## src/rtl/serial_bit_feeder.sv

```systemverilog
// serial_bit_feeder: parallel-to-serial front end feeding an overlapping 11011 Mealy detector.
// Defining SERIAL_BIT_FEEDER_GAPLESS_EN adds a one-word holding register so back-to-back words stream gaplessly.
module serial_bit_feeder #(
  parameter int WIDTH     = 8,
  parameter bit MSB_FIRST = 1'b1
) (
  input  logic             clk,
  input  logic             rst,
  input  logic [WIDTH-1:0] din,
  input  logic             din_valid,
  output logic             din_ready,
  output logic             y,
  output logic             y_valid,
  output logic             last,
  output logic             busy
);
  localparam int CW = $clog2(WIDTH);
  localparam logic [CW-1:0] LAST_CNT = CW'(WIDTH - 1);
  typedef enum logic {IDLE, SHIFT} state_t;
  state_t r_state, w_state_nxt;
  logic [WIDTH-1:0] r_sreg, w_sreg_nxt, w_load_word, w_shifted;
  logic [CW-1:0] r_cnt, w_cnt_nxt;
  logic r_y, r_y_valid, r_last, r_busy;
  logic w_y_nxt, w_y_valid_nxt, w_last_nxt, w_busy_nxt;
  logic w_xfer, w_last_bit, w_load, w_hold_full_nxt;
  function automatic logic head(input logic [WIDTH-1:0] v);
    return MSB_FIRST ? v[WIDTH-1] : v[0];
  endfunction
  assign w_xfer     = din_valid && din_ready;
  assign w_last_bit = (r_state == SHIFT) && (r_cnt == LAST_CNT);
  assign w_shifted  = MSB_FIRST ? {r_sreg[WIDTH-2:0], 1'b0} : {1'b0, r_sreg[WIDTH-1:1]};
`ifdef SERIAL_BIT_FEEDER_GAPLESS_EN
  logic [WIDTH-1:0] r_hold;
  logic r_hold_full;
  assign din_ready       = !r_hold_full;
  assign w_load          = r_hold_full && (r_state == IDLE || w_last_bit);
  assign w_load_word     = r_hold;
  assign w_hold_full_nxt = w_xfer || (r_hold_full && !w_load);
  // holding register captures every accepted word until the shifter drains it
  always_ff @(posedge clk or negedge rst)
    if (!rst) begin
      r_hold      <= '0;
      r_hold_full <= 1'b0;
    end else begin
      if (w_xfer) r_hold <= din;
      r_hold_full <= w_hold_full_nxt;
    end
`else
  assign din_ready       = (r_state == IDLE);
  assign w_load          = w_xfer;
  assign w_load_word     = din;
  assign w_hold_full_nxt = 1'b0;
`endif
  // shifter state register; reset discards any partial word
  always_ff @(posedge clk or negedge rst)
    if (!rst) r_state <= IDLE;
    else r_state <= w_state_nxt;
  // leave SHIFT only on the last bit, and only when no word is ready to reload
  always_comb
    w_state_nxt = (r_state == IDLE || w_last_bit) ? (w_load ? SHIFT : IDLE) : SHIFT;
  // next shift register, bit count and registered outputs
  always_comb begin
    w_sreg_nxt    = w_load ? w_load_word : (r_state == SHIFT ? w_shifted : r_sreg);
    w_cnt_nxt     = (w_state_nxt == SHIFT && !w_load) ? r_cnt + CW'(1) : '0;
    w_y_valid_nxt = (w_state_nxt == SHIFT);
    w_y_nxt       = w_y_valid_nxt && head(w_sreg_nxt);
    w_last_nxt    = w_y_valid_nxt && (w_cnt_nxt == LAST_CNT);
    w_busy_nxt    = w_y_valid_nxt || w_hold_full_nxt;
  end
  // datapath and output registers
  always_ff @(posedge clk or negedge rst)
    if (!rst) begin
      r_sreg    <= '0;
      r_cnt     <= '0;
      r_y       <= 1'b0;
      r_y_valid <= 1'b0;
      r_last    <= 1'b0;
      r_busy    <= 1'b0;
    end else begin
      r_sreg    <= w_sreg_nxt;
      r_cnt     <= w_cnt_nxt;
      r_y       <= w_y_nxt;
      r_y_valid <= w_y_valid_nxt;
      r_last    <= w_last_nxt;
      r_busy    <= w_busy_nxt;
    end
  assign y       = r_y;
  assign y_valid = r_y_valid;
  assign last    = r_last;
  assign busy    = r_busy;
endmodule

```

## config.mk

```make
export PLATFORM = sky130hd
export DESIGN_NAME = serial_bit_feeder
export DESIGN_NICKNAME = d
export VERILOG_FILES = /design/src/rtl/serial_bit_feeder.sv
export SDC_FILE = /design/constraint.sdc
export NUM_CORES = 1
export LEC_CHECK = 0
export BUFFER_PORTS_ARGS = -buffer_cell sky130_fd_sc_hd__clkbuf_2
export CORE_AREA = 8 8 45 47
export DETAILED_ROUTE_END_ITERATION = 12
export DIE_AREA = 0 0 53 55
export MAX_ROUTING_LAYER = met4
export PLACE_DENSITY = 0.66
export SLEW_MARGIN = 15
export SYNTH_ARGS = -nofsm -noshare
export SYNTH_HDL_FRONTEND = slang
export SYNTH_SLANG_ARGS = --single-unit
```

## constraint.sdc

```tcl
create_clock -name clk -period 1.5 [get_ports clk]
set_input_delay 0.15 -clock clk [delete_from_list [all_inputs] [get_ports clk]]
set_output_delay 0.15 -clock clk [all_outputs]
set_load 0.05 [all_outputs]
```

==> results of run 1 <==
[routing by layer]
layer,up-vias,wire (microns),global-route usage [%]
met4,0,27,9.052
met2,8,469,11.91
met3,2,58,0.8021
met1,179,417,8.689
li1,195,-,-
met5,-,0,-
[cell usage after synthesis, drive strengths merged]
master   n  area, sq um
dfrtp   13        325.3
mux2i    7        70.07
nand2    6        22.52
o21ai    6        30.03
buf      3        20.01
and2     2        12.51
ha       2        25.02
a21o     1        7.510
a32o     1        10.01
and2b    1        7.510
and4b    1        10.01
inv      1        3.750
nor2     1        3.750
nor3     1        5.000
[cells by family after synthesis]
family / Yosys count
simple gates: 12
buf+inv: 4
fa+ha+maj: 2
mux: 7
flops: 13
compound gates: 8
[placed cells by master (no fill, tap or decap), types with 2 or more instances in the layout]
cell,netlist,routed
clkbuf_4,0,3
clkbuf_2,0,15
and2_1,2,2
mux2i_1,7,7
o21ai_0,6,6
nand2_1,6,6
dfrtp_1,13,12
ha_1,2,2
[flip-flops by register name (all words and copies together), names as in the netlist]
| name | count |
|---|---|
| r_sreg | 7 |
| r_cnt | 3 |
| last | 1 |
| y | 1 |
| y_valid | 1 |
[layout make-up]
type / count / share of cell area (%)
multi-input combinational: 29 / 30.64
clock buffer: 4 / 3.947
inverter: 1 / 0.5639
tap: 16 / 3.008
timing repair buffer: 16 / 12.78
sequential: 13 / 49.06
[through the flow]
step           power [mW]  std cells
6_report            1.261         79
5_1_grt             1.350         79
4_1_cts             1.281         79
3_5_place_dp        1.068         74
3_3_place_gp        1.063         74
2_1_floorplan      0.9554         46
[report_power, final]
part	switching, mW	internal, mW	leakage (nW)
Combinational	0.318	0.163	0.174
Clock	0.106	0.103	0.0150
Sequential	0.0875	0.484	0.166
[timing repair]
action / CTS / global route
hold buffers: 1 / 0
endpoints found under the hold margin: 13 / 0
gates resized for setup: 0 / 0
[worst paths after layout]
| path | depth (start not counted) | slack (ns) | endpoint |
|---|---|---|---|
| max | 2 | 0.14 | din_ready |
| max reg2reg | 4 | 0.20 | last |
| min in group asynchronous | 2 | 0.30 | r_cnt[2] |
| max in group asynchronous | 2 | 0.94 | y_valid |
| min reg2reg | 1 | 0.46 | r_cnt[0] |
| min | 3 | 0.13 | r_sreg[0] |
[worst reg2reg max path, stage by stage, from the launching register on]
cell and delay [ns]:
dfrtp_1 0.39, ha_1 0.21, ha_1 0.18, and2b_1 0.25, and4b_1 0.20
==> summary.txt, run 1 <==
Critical path
  – Slowest stage delay, CP: 0.50 ns
  – Critical Path End Type: output port
  – CP Max Fanout: 17
  – R2R Path Start: r_cnt[0]
  – Worst path slowest cell: dfrtp_2
  – Setup crit start kind: flip-flop
  – Crit. Startpoint: y_valid
  – CP top delay family: flip-flops
  – CP bufs+invs: 2
  – Crit path arrival time: between 1 and 1.5 ns
  – CP required: about 1.4 ns
  – Kind of critical path: reg2out
  – CP Cell Sequence: inv_1, clkbuf_2

Pwr
  – Maximum vdd drop: 657.7 uV
  – Static Leak: 0.3549 nW
  – Pwr/cell area: 1895 nW/um^2

Synthesis
  – Syn Nets: 59
  – Largest family of logic cells by synthesized area: multiplexers
  – Post-synthesis sequential area ratio: roughly three fifths
  – Compound-gate portion of the synthesized area: 8.597%
  – Seq cells post-synth: 13
  – Multiplexer share of the synthesized area: 12.67%
  – Post-synthesis simple-gate area fraction: 11.09%
  – Synth Area in XOR/XNOR: 0%
  – Synth Instances: between 40 and 50
  – Syn_area_per_cell: 12.02 sq um
  – Mapped Area: 553.0 sq um
  – Unique masters post-synth: 15
  – Ys Warns: 0
  – Post-synthesis adder-cell area fraction: 4.525%

Final layout
  – Footprint of the multi-input gates: 203.9 sq um
  – Share of layout cells above drive strength 1: 30.16%
  – Area Overhead vs Synth: 20.36%
  – Storage cell area: 326.6 sq um
  – Final Cell Area: approximately 670 sq um
  – Fillcell total: 131
  – Post-layout util: 48.10%
  – Nets: 77
  – N_diodes: 0

STA
  – Final Slew Violations: 0
  – Tmin final: 1.359 ns
  – Final Hold Slack: about 0.13 ns
  – Setup Viol. Count Final: 0
  – Worst slew pin tran: 0.3128 ns
  – Max-slew headroom: 79.14%
  – Final Cycle Share: 90.60%
  – Endpoints failing hold: 0
  – Setup TNS: 0 ns
  – Max Freq: 0.7358 GHz
  – Final Skew: 0.0008479 ns
  – Worst setup margin: 0.1410 ns
  – RSZ-0062 raised after global routing: false

Worst hold path
  – Min-Delay Path Class: in2reg
  – Worst hold start: din[0]

Place
  – RePlAce Congestion: 0.7531
  – Dpl hpwl: 747.9 microns
  – Setup WS pre-CTS: just over 0.2 ns
  – Port Buffers: 15
  – Cell Area, Placed: 629.4 sq um

Detailed routing
  – Drt drc: 0
  – WL final: around 970 microns
  – DR vias: 384
  – Avg WL per Cell: roughly 12 microns
  – Initial DRC count: 3
  – Drt first pass iters: 2
  – Via/cell ratio: 4.861
  – Post-route ant nets: 0

Floorplan
  – Die Y: roughly 55 microns
  – DIE AREA: 2915 sq um
  – Row count: 14
  – # IOs: 16
  – Die span in x: 53 microns
  – Core Region: 1384 sq um
  – Initial Util: 39.96%

CTS
  – Setup bufs post-CTS: 0
  – Clk sinks: 13
  – TritonCTS clock tree: yes
  – H-tree Lvls: 1
  – Worst-path clk slew: approximately 0.07 ns
  – Number of buffers created by CTS: 3
  – Worst-Skew Late Latency: 0.27 ns
  – Clk root buf: clkbuf_4
  – Clock buffer depth: 2

GRT
  – Grt ovf: 0
  – First-pass GRT wire length: 1614 microns
  – Largest net degree at the start of global routing: 18
  – Initial antenna violation count: 0
  – Vias in the first global route: around 380
  – Total GRT Usage: 7.995%

Outcome
  – Status: complete, no violations

Job
  – Max-cap violations: 0
Power figures use the tool's default switching activity.
==> run 2: changes to the inputs <==
- CORE_AREA: 8 8 45 47 -> default
- CORE_MARGIN: default -> 8
- CORE_UTILIZATION: default -> 40
- DIE_AREA: 0 0 53 55 -> default
- PLACE_DENSITY: 0.66 -> default
==> run 2 against run 1 <==
Against the previous run:
- via count fell by 2.1%
- non-clock buffer count did not move
- combinational power barely moved
- sequential power rose by 0.9%
==> summary.txt, run 2 (synthesis gave the netlist of run 1 again) <==
STA
  – Final Cycle Share: between 90 and 100%
  – Tmin final: around 1.4 ns
  – RSZ-0062 raised after global routing: false
  – Setup Viol. Count Final: 0
  – Endpoints failing hold: 0
  – Final Skew: 0.0007702 ns
  – Setup TNS: 0 ns
  – Worst slew pin tran: 0.3095 ns
  – Final Slew Violations: 0
  – Max Freq: 0.7278 GHz
  – Worst setup margin: roughly 0.13 ns
  – Final Hold Slack: 0.1328 ns
  – Max-slew headroom: around 80%

Floorplan
  – Die Y: 53.19 microns
  – DIE AREA: about 2800 sq um
  – Core Region: 1301 sq um
  – # IOs: 16
  – Row count: 13
  – Initial Util: 42.50%
  – Die span in x: 53.19 microns

CTS
  – Clk root buf: clkbuf_4
  – Resize count post-CTS: 0
  – Setup bufs post-CTS: 0
  – Clk sinks: 13
  – Clock buffer depth: 2
  – Number of buffers created by CTS: 3
  – Hold buffers post-CTS: 1
  – TritonCTS clock tree: yes
  – Worst-Skew Late Latency: around 0.27 ns
  – Worst-path clk slew: about 0.070 ns
  – H-tree Lvls: 1

GRT
  – Vias in the first global route: 375
  – Largest net degree at the start of global routing: 18
  – Total GRT Usage: 7.935%
  – Initial antenna violation count: 0
  – Grt ovf: 0
  – First-pass GRT wire length: 1593 microns

Final layout
  – Nets: 77
  – N_diodes: 0
  – Largest Register: r_sreg
  – Commonest non-fill, non-tap cells in the layout: clkbuf_2 (15), dfrtp_1 (12), mux2i_1 (7)
  – Flip-flop count of the largest register after layout: 7
  – Share of layout cells above drive strength 1: 30.16%
  – Area Overhead vs Synth: 20.14%
  – Non-filler cells, final: 78
  – Commonest non-fill, non-tap cell in the layout: clkbuf_2
  – Final Cell Area: 664.4 sq um
  – Largest regs: r_sreg: 7 flops, r_cnt: 3 flops
  – Post-layout util: 51.06%

Detailed routing
  – Drt drc: 0
  – DR vias: about 380
  – Via/cell ratio: a little under 5
  – Post-route ant nets: 0
  – Initial DRC count: 2
  – Avg WL per Cell: 12.26 microns
  – Drt first pass iters: 2
  – WL final: 956 microns

Worst hold path
  – WHS Endpoint: y
  – Worst hold start: din[7]
  – Hold path cells: 2
  – Min-Delay Path Class: in2reg

Place
  – Setup WS pre-CTS: 0.2136 ns
  – Cell Area, Placed: between 600 and 700 sq um
  – Inst Count DP: 73
  – Port Buffers: 15
  – RePlAce Congestion: 0.6830
  – Dpl hpwl: 718.1 microns

Pwr
  – Maximum vdd drop: 1231 uV
  – Total power: 1.261 mW
  – Static Leak: between 0.3 and 0.4 nW
  – Pwr/cell area: 1898 nW/um^2

Critical path
  – Critical Path End Type: output port
  – R2r endpoint: last
  – Crit path arrival time: between 1 and 1.5 ns
  – Kind of critical path: reg2out
  – Worst r2r path cells: 4
  – R2R Path Start: r_cnt[0]
  – Setup crit start kind: flip-flop
  – Reg2reg setup slack: 0.20 ns
  – CP Max Fanout: 17
  – CP required: between 1 and 1.5 ns

Outcome
  – Status: complete, no violations

Job
  – Max-cap violations: 0
## run 2: cell counts in the layout (fill, tap and decap cells not counted)
No cell type changed its count.
## run 2: layout make-up
class | count | area, sq um
multi-input combinational | 29 | 203.9
sequential | 13 | 326.6
clock buffer | 4 | 26.28
tap | 15 | 18.77
timing repair buffer | 16 | 85.08
inverter | 1 | 3.754
fill | 128 | 636.9
## run 2: worst max path at each step
stage / startpoint / endpoint / slack [ns]
2_1_floorplan: y_valid / y / 0.19
5_1_grt: y_valid / din_ready / 0.07
6_report: y_valid / din_ready / 0.13
3_5_place_dp: r_cnt[0] / last / 0.21
4_1_cts: y_valid / din_ready / 0.11
3_3_place_gp: r_cnt[0] / last / 0.27
## run 2: critical path, cell delays in order (launching register included)
cell,delay (ns)
dfrtp_2,0.51
inv_1,0.15
clkbuf_2,0.30
## run 2: routing by layer
layer | part of all wire [%] | global-route usage, %
met1 | 45 | 9.061
met2 | 46 | 10.94
met3 | 9.1 | 5.322
met4 | 0 | 2.521
met5 | 0 | -
## run 2: where the power goes
| group | switching, mW | internal (mW) |
|---|---|---|
| clock network | 0.103 | 0.103 |
| logic | 0.315 | 0.164 |
| registers | 0.0919 | 0.484 |
